`config.mk`:
```
export PLATFORM = sky130hd
export DESIGN_NAME = regfile_mp
export DESIGN_NICKNAME = d
export VERILOG_FILES = /design/src/rtl/regfile_mp.sv
export SDC_FILE = /design/constraint.sdc
export NUM_CORES = 2
export LEC_CHECK = 0
export BUFFER_PORTS_ARGS = -buffer_cell sky130_fd_sc_hd__buf_2
export CAP_MARGIN = 15
export CELL_PAD_IN_SITES_DETAIL_PLACEMENT = 1
export CELL_PAD_IN_SITES_GLOBAL_PLACEMENT = 2
export CORE_ASPECT_RATIO = 1.25
export CORE_MARGIN = 3
export CORE_UTILIZATION = 43
export CTS_CLUSTER_DIAMETER = 50
export DETAILED_ROUTE_END_ITERATION = 7
export GPL_TIMING_DRIVEN = 1
export PLACE_DENSITY = 0.88
export SLEW_MARGIN = 40
export SYNTH_ARGS = -nofsm -noshare
export SYNTH_HDL_FRONTEND = slang
export SYNTH_SLANG_ARGS = --single-unit
```
`constraint.sdc`:
```
create_clock -name clk -period 5.97 [get_ports clk]
set_clock_uncertainty 0.05 [all_clocks]
set_input_delay 1.194 -clock clk [delete_from_list [all_inputs] [get_ports clk]]
set_output_delay 1.194 -clock clk [all_outputs]
set_load 0.01 [all_outputs]
```
`src/rtl/regfile_mp.sv`:
```
// Multi-port register file: two combinational read ports, two prioritised
// synchronous write ports, optional write-to-read forwarding and a
// per-entry pending scoreboard. Reset kicks off a one-entry-per-cycle clear sweep.
module regfile_mp #(
   parameter int unsigned DATA_W   = 32,
   parameter int unsigned ADDR_W   = 5,
   parameter int unsigned ZERO_REG = 1,
   parameter int unsigned BYPASS   = 1
) (
   input  logic              clk,
   input  logic              rst,
   output logic              init_busy,
   // read ports
   input  logic [ADDR_W-1:0] A1,
   input  logic [ADDR_W-1:0] A2,
   output logic [DATA_W-1:0] RD1,
   output logic [DATA_W-1:0] RD2,
   output logic              pend1,
   output logic              pend2,
   // write port 3 (ALU, wins on address collision)
   input  logic              WE3,
   input  logic [ADDR_W-1:0] A3,
   input  logic [DATA_W-1:0] WD3,
   // write port 4 (load pipe)
   input  logic              WE4,
   input  logic [ADDR_W-1:0] A4,
   input  logic [DATA_W-1:0] WD4,
   // scoreboard reserve
   input  logic              RSV,
   input  logic [ADDR_W-1:0] RA
);

   localparam int unsigned DEPTH = 2 ** ADDR_W;
   localparam bit ZeroEn = (ZERO_REG != 0);
   localparam bit BypEn  = (BYPASS != 0);
   localparam logic [ADDR_W-1:0] LastIdx = '1;

   typedef enum logic {StSweep, StRun} state_e;

   state_e              state_q, state_d;
   logic [ADDR_W-1:0]   clr_idx_q, clr_idx_d;
   logic [DEPTH-1:0]    pend_q, pend_d;
   logic [DATA_W-1:0]   mem_q [DEPTH];

   logic run;
   logic we3_v, we4_v, rsv_v;
   logic zero1, zero2;
   logic h3_1, h4_1, h3_2, h4_2;

   assign run       = (state_q == StRun);
   assign init_busy = ~run;

   // Effective write/reserve strobes: only in RUN, address 0 is inert when hardwired to zero.
   // we4_v is not masked by a port-3 collision; port 3 priority comes from write ordering below.
   assign we3_v = run && WE3 && !(ZeroEn && (A3 == '0));
   assign we4_v = run && WE4 && !(ZeroEn && (A4 == '0));
   assign rsv_v = run && RSV && !(ZeroEn && (RA == '0));

   assign zero1 = ZeroEn && (A1 == '0);
   assign zero2 = ZeroEn && (A2 == '0);

   // Forwarding hits per read port
   assign h3_1 = BypEn && we3_v && (A3 == A1);
   assign h4_1 = BypEn && we4_v && (A4 == A1);
   assign h3_2 = BypEn && we3_v && (A3 == A2);
   assign h4_2 = BypEn && we4_v && (A4 == A2);

   // Read port 1: forwarded data takes precedence over the stored value
   always_comb begin
      RD1   = '0;
      pend1 = 1'b0;
      if (run && !zero1) begin
         if (h3_1) begin
            RD1 = WD3;
         end else if (h4_1) begin
            RD1 = WD4;
         end else begin
            RD1   = mem_q[A1];
            pend1 = pend_q[A1];
         end
      end
   end

   // Read port 2: same structure as port 1
   always_comb begin
      RD2   = '0;
      pend2 = 1'b0;
      if (run && !zero2) begin
         if (h3_2) begin
            RD2 = WD3;
         end else if (h4_2) begin
            RD2 = WD4;
         end else begin
            RD2   = mem_q[A2];
            pend2 = pend_q[A2];
         end
      end
   end

   // Next-state for the sweep FSM, clear index and scoreboard
   always_comb begin
      state_d   = state_q;
      clr_idx_d = clr_idx_q;
      pend_d    = pend_q;
      unique case (state_q)
         StSweep: begin
            pend_d[clr_idx_q] = 1'b0;
            if (clr_idx_q == LastIdx) begin
               state_d = StRun;
            end else begin
               clr_idx_d = clr_idx_q + 1'b1;
            end
         end
         StRun: begin
            if (we3_v) pend_d[A3] = 1'b0;
            if (we4_v) pend_d[A4] = 1'b0;
            // Reserve applied last so a same-cycle new producer keeps the entry pending
            if (rsv_v) pend_d[RA] = 1'b1;
         end
      endcase
      if (ZeroEn) pend_d[0] = 1'b0;
   end

   // State registers; reset restarts the sweep but leaves the scoreboard to the sweep
   always_ff @(posedge clk) begin
      if (rst) begin
         state_q   <= StSweep;
         clr_idx_q <= '0;
      end else begin
         state_q   <= state_d;
         clr_idx_q <= clr_idx_d;
         pend_q    <= pend_d;
      end
   end

   // Storage: sweep clears one entry per cycle; port 3 written last so it wins a collision
   always_ff @(posedge clk) begin
      if (!rst) begin
         if (!run) begin
            mem_q[clr_idx_q] <= '0;
         end else begin
            if (we4_v) mem_q[A4] <= WD4;
            if (we3_v) mem_q[A3] <= WD3;
         end
      end
   end

endmodule

```
==> results_dict.tcl <==
set metrics [dict create \
    critical_path.max_fanout 36 \
    whs_ns 0.618 \
    cts-root-buf "clkbuf_16" \
    grt_max_degree 69 \
    leakage_uw 0.0234 \
    start_util 0.434 \
    fmax_mhz 188 \
    ant_nets 0 \
    synthCells 6018 \
    cpMaxStageDelayCell "nor4_1" \
    critPathKind "in2out" \
    hold_class "reg2reg" \
    clock-sinks 1061 \
    die_area_um2 151000 \
    numCtsBuffers 120 \
    slowest_delay_ns 0.70 \
    critPathLaunch "A2[1]" \
    drv_cap 0 \
    period_share 0.893 \
    core_um2 145000 \
    area_delta_synth_final_pct 11.9 \
    grt_pass1_wl_um 404000 \
    fin_ws_ns 0.639 \
    ys_types 61 \
    min_from "pend_q[6]" \
    irDropWorstVdd_uv 250 \
    htree_num_levels 3 \
    worst_slew_pin_slew_ns 0.957 \
    wl_met2_um 127000 \
    met1_length_um 97600 \
    layout-drive-gt1-share 0.154 \
    dp_cells 7635 \
    worstPathCellList "buf_6 -> nand4bb_4 -> buf_12 -> o22ai_1 -> nor4_1 -> nand3_1 -> nor2_1 -> o21ai_1 -> buf_2" \
    grt_antenna_before_repair 21 \
    clk_path_buf_depth 3 \
    synth_nets 6117 \
    dr.pass1.iters 7 \
    nets 5965 \
    synth_top_area_cell "edfxtp_1" \
    finalSetupTns_ns 0 \
    tritoncts "done" \
    grt_pass1_vias 56300 \
    fill_cells 15500 \
    routabilityCongestion 0.961 \
    wirelength_um 287000 \
    insertion_delay_ns 0.74 \
    synth-async-reset-ratio 0 \
    outcome "completed" \
    period_minus_slack_ns 5.33 \
    worstPathRequired_ns 4.73 \
    yosys-top-cells-count "nand2_1 (1213), edfxtp_1 (1055), o21ai_0 (1019), mux2i_1 (789), clkbuf_1 (326)" \
    die_width_um 348 \
    path_buf_inv 3 \
    slew_headroom 0.362 \
    synth_most_common_cell "nand2_1" \
    instances_no_fill 7875 \
    cp-start-kind "primary input" \
    port_buffers 160 \
    holdBufCountCts 0 \
    multi_input_area_um2 28700 \
    place_ws_ns 0.628 \
    ys_ff_latch 1061 \
    cts_resized 0 \
    via_per_inst 7.01 \
    worstPathArrival_ns 4.09 \
    synth_edf_count 1055 \
    crit_family "simple AND/OR/NAND/NOR gates" \
    grtUsageTotal 0.374 \
    rows 156 \
    hold_viol_final 0 \
    seq_area_um2 31800 \
    remaining_drc_errors 0 \
    ys_seq_area_frac 0.506 \
    netlist_area_um2 62800 \
    syn_avg_cell_area_um2 10.4 \
    critPathCaptureType "output pin" \
    vias 55200 \
    die_h_um 433 \
    maxSlewViolCount 0 \
    grt_setup_unrepaired "false" \
    synthTopCellsByArea "edfxtp_1 (50%), mux2i_1 (13%), o21ai_0 (8.1%), nand2_1 (7.2%), mux4_2 (5.5%)" \
    met3_length_um 33300 \
    routedWlPerCell_um 36.4 \
    synth_top_area_frac 0.504 \
    path_clk_slew_ns 0.06 \
    ys.flop_type "edfxtp_1" \
    setup_violations 0 \
    powerDensity_nw_per_um2 249 \
    rr_startpoint "run" \
    yosys_warnings 0 \
    io_pins 161 \
    overflow 0 \
    highest_layer "met5" \
    first_iter_violations 7705 \
    dp.final_hpwl_um 175000 \
    cts_setup_buffers 0 \
]
-- routing by layer --
layer  track usage  vias to the layer above
li1              -                    22300
met1         0.435                    27600
met2         0.572                     3939
met3        0.0937                     1357
met4         0.334                       18
met5             0                        -
-- sequential cells by signal (all words and copies together), names as in the netlist --
register,flops
clr_idx_q,5
mem_q,1024
pend_q,31
run,1
-- cell usage in the layout, fill, tap and decap left out, drive strengths merged, types with 3 or more instances in the layout --
cell type / netlist / final
nor4: 67 / 67
xor2: 14 / 14
a221oi: 123 / 123
buf: 336 / 387
nand4: 6 / 6
o21ai: 1233 / 1233
nor2: 86 / 86
nand4b: 8 / 8
nor3b: 12 / 12
mux2i: 789 / 789
nand3b: 3 / 3
nor3: 25 / 25
nand2: 1235 / 1235
diode: 0 / 9
a22o: 3 / 3
xnor2: 9 / 9
clkinvlp: 0 / 13
or2: 4 / 4
inv: 43 / 53
mux2: 3 / 3
a21oi: 32 / 32
o22ai: 277 / 277
nor2b: 8 / 8
clkbuf: 326 / 137
nand2b: 7 / 7
edfxtp: 1055 / 1055
and2: 4 / 4
a32o: 4 / 4
and3b: 5 / 5
nand3: 85 / 85
bufinv: 0 / 15
dfxtp: 6 / 6
mux4: 154 / 154
clkinv: 0 / 52
ha: 5 / 5
a32oi: 25 / 25
and3: 3 / 3
nand4bb: 6 / 6
-- worst reg2reg max path: cells and delay by family, from the launching register on --
family / cells / cell delay [ns]
AOI/OAI and AO/OA: 1 / 0.65
and+or+nand+nor: 3 / 1.58
DFF: 1 / 0.36
buffers and inverters: 2 / 1.13
-- layout make-up --
class	instances	share of cell area
tap	1896	0.0337
multi-input combinational	4252	0.408
sequential	1061	0.452
timing repair buffer	388	0.0450
clock buffer	136	0.0446
inverter	43	0.00231
clock inverter	90	0.0135
antenna	9	0.000320
-- path summary, 6_finish.rpt --
check	endpoint	slack, ns	depth (start not counted)
setup / recovery	RD2[8]	0.64	9
hold / removal	pend_q[6]	0.62	2
setup reg to reg	mem_q[26][30]	1.77	6
hold reg to reg	pend_q[6]	0.62	2
-- power by group --
group	internal, uW	switching [uW]	total, uW
sequential	8140	43.0	8190
clock	4440	3380	7820
combinational	502	1030	1530
total	13100	4450	17500
-- kinds of logic after synthesis --
family                     after synthesis  synth area share
AOI/OAI and AO/OA                     1710             0.152
buffers and inverters                  705            0.0520
DFF                                   1061             0.506
xor gates and xnor gates                23           0.00321
adders and majority gates                5          0.000996
and+or+nand+nor                       1568             0.105
muxes                                  946             0.181
-- through the flow --
step,utilization,area [um2],total power (uW)
finish,0.486,70300,17500
global route,0.485,70300,17900
CTS,0.484,70100,17500
detailed placement,0.456,66100,9800
global placement,0.455,65900,9770
floorplan,-,62800,9190
Power figures use the tool's default switching activity.
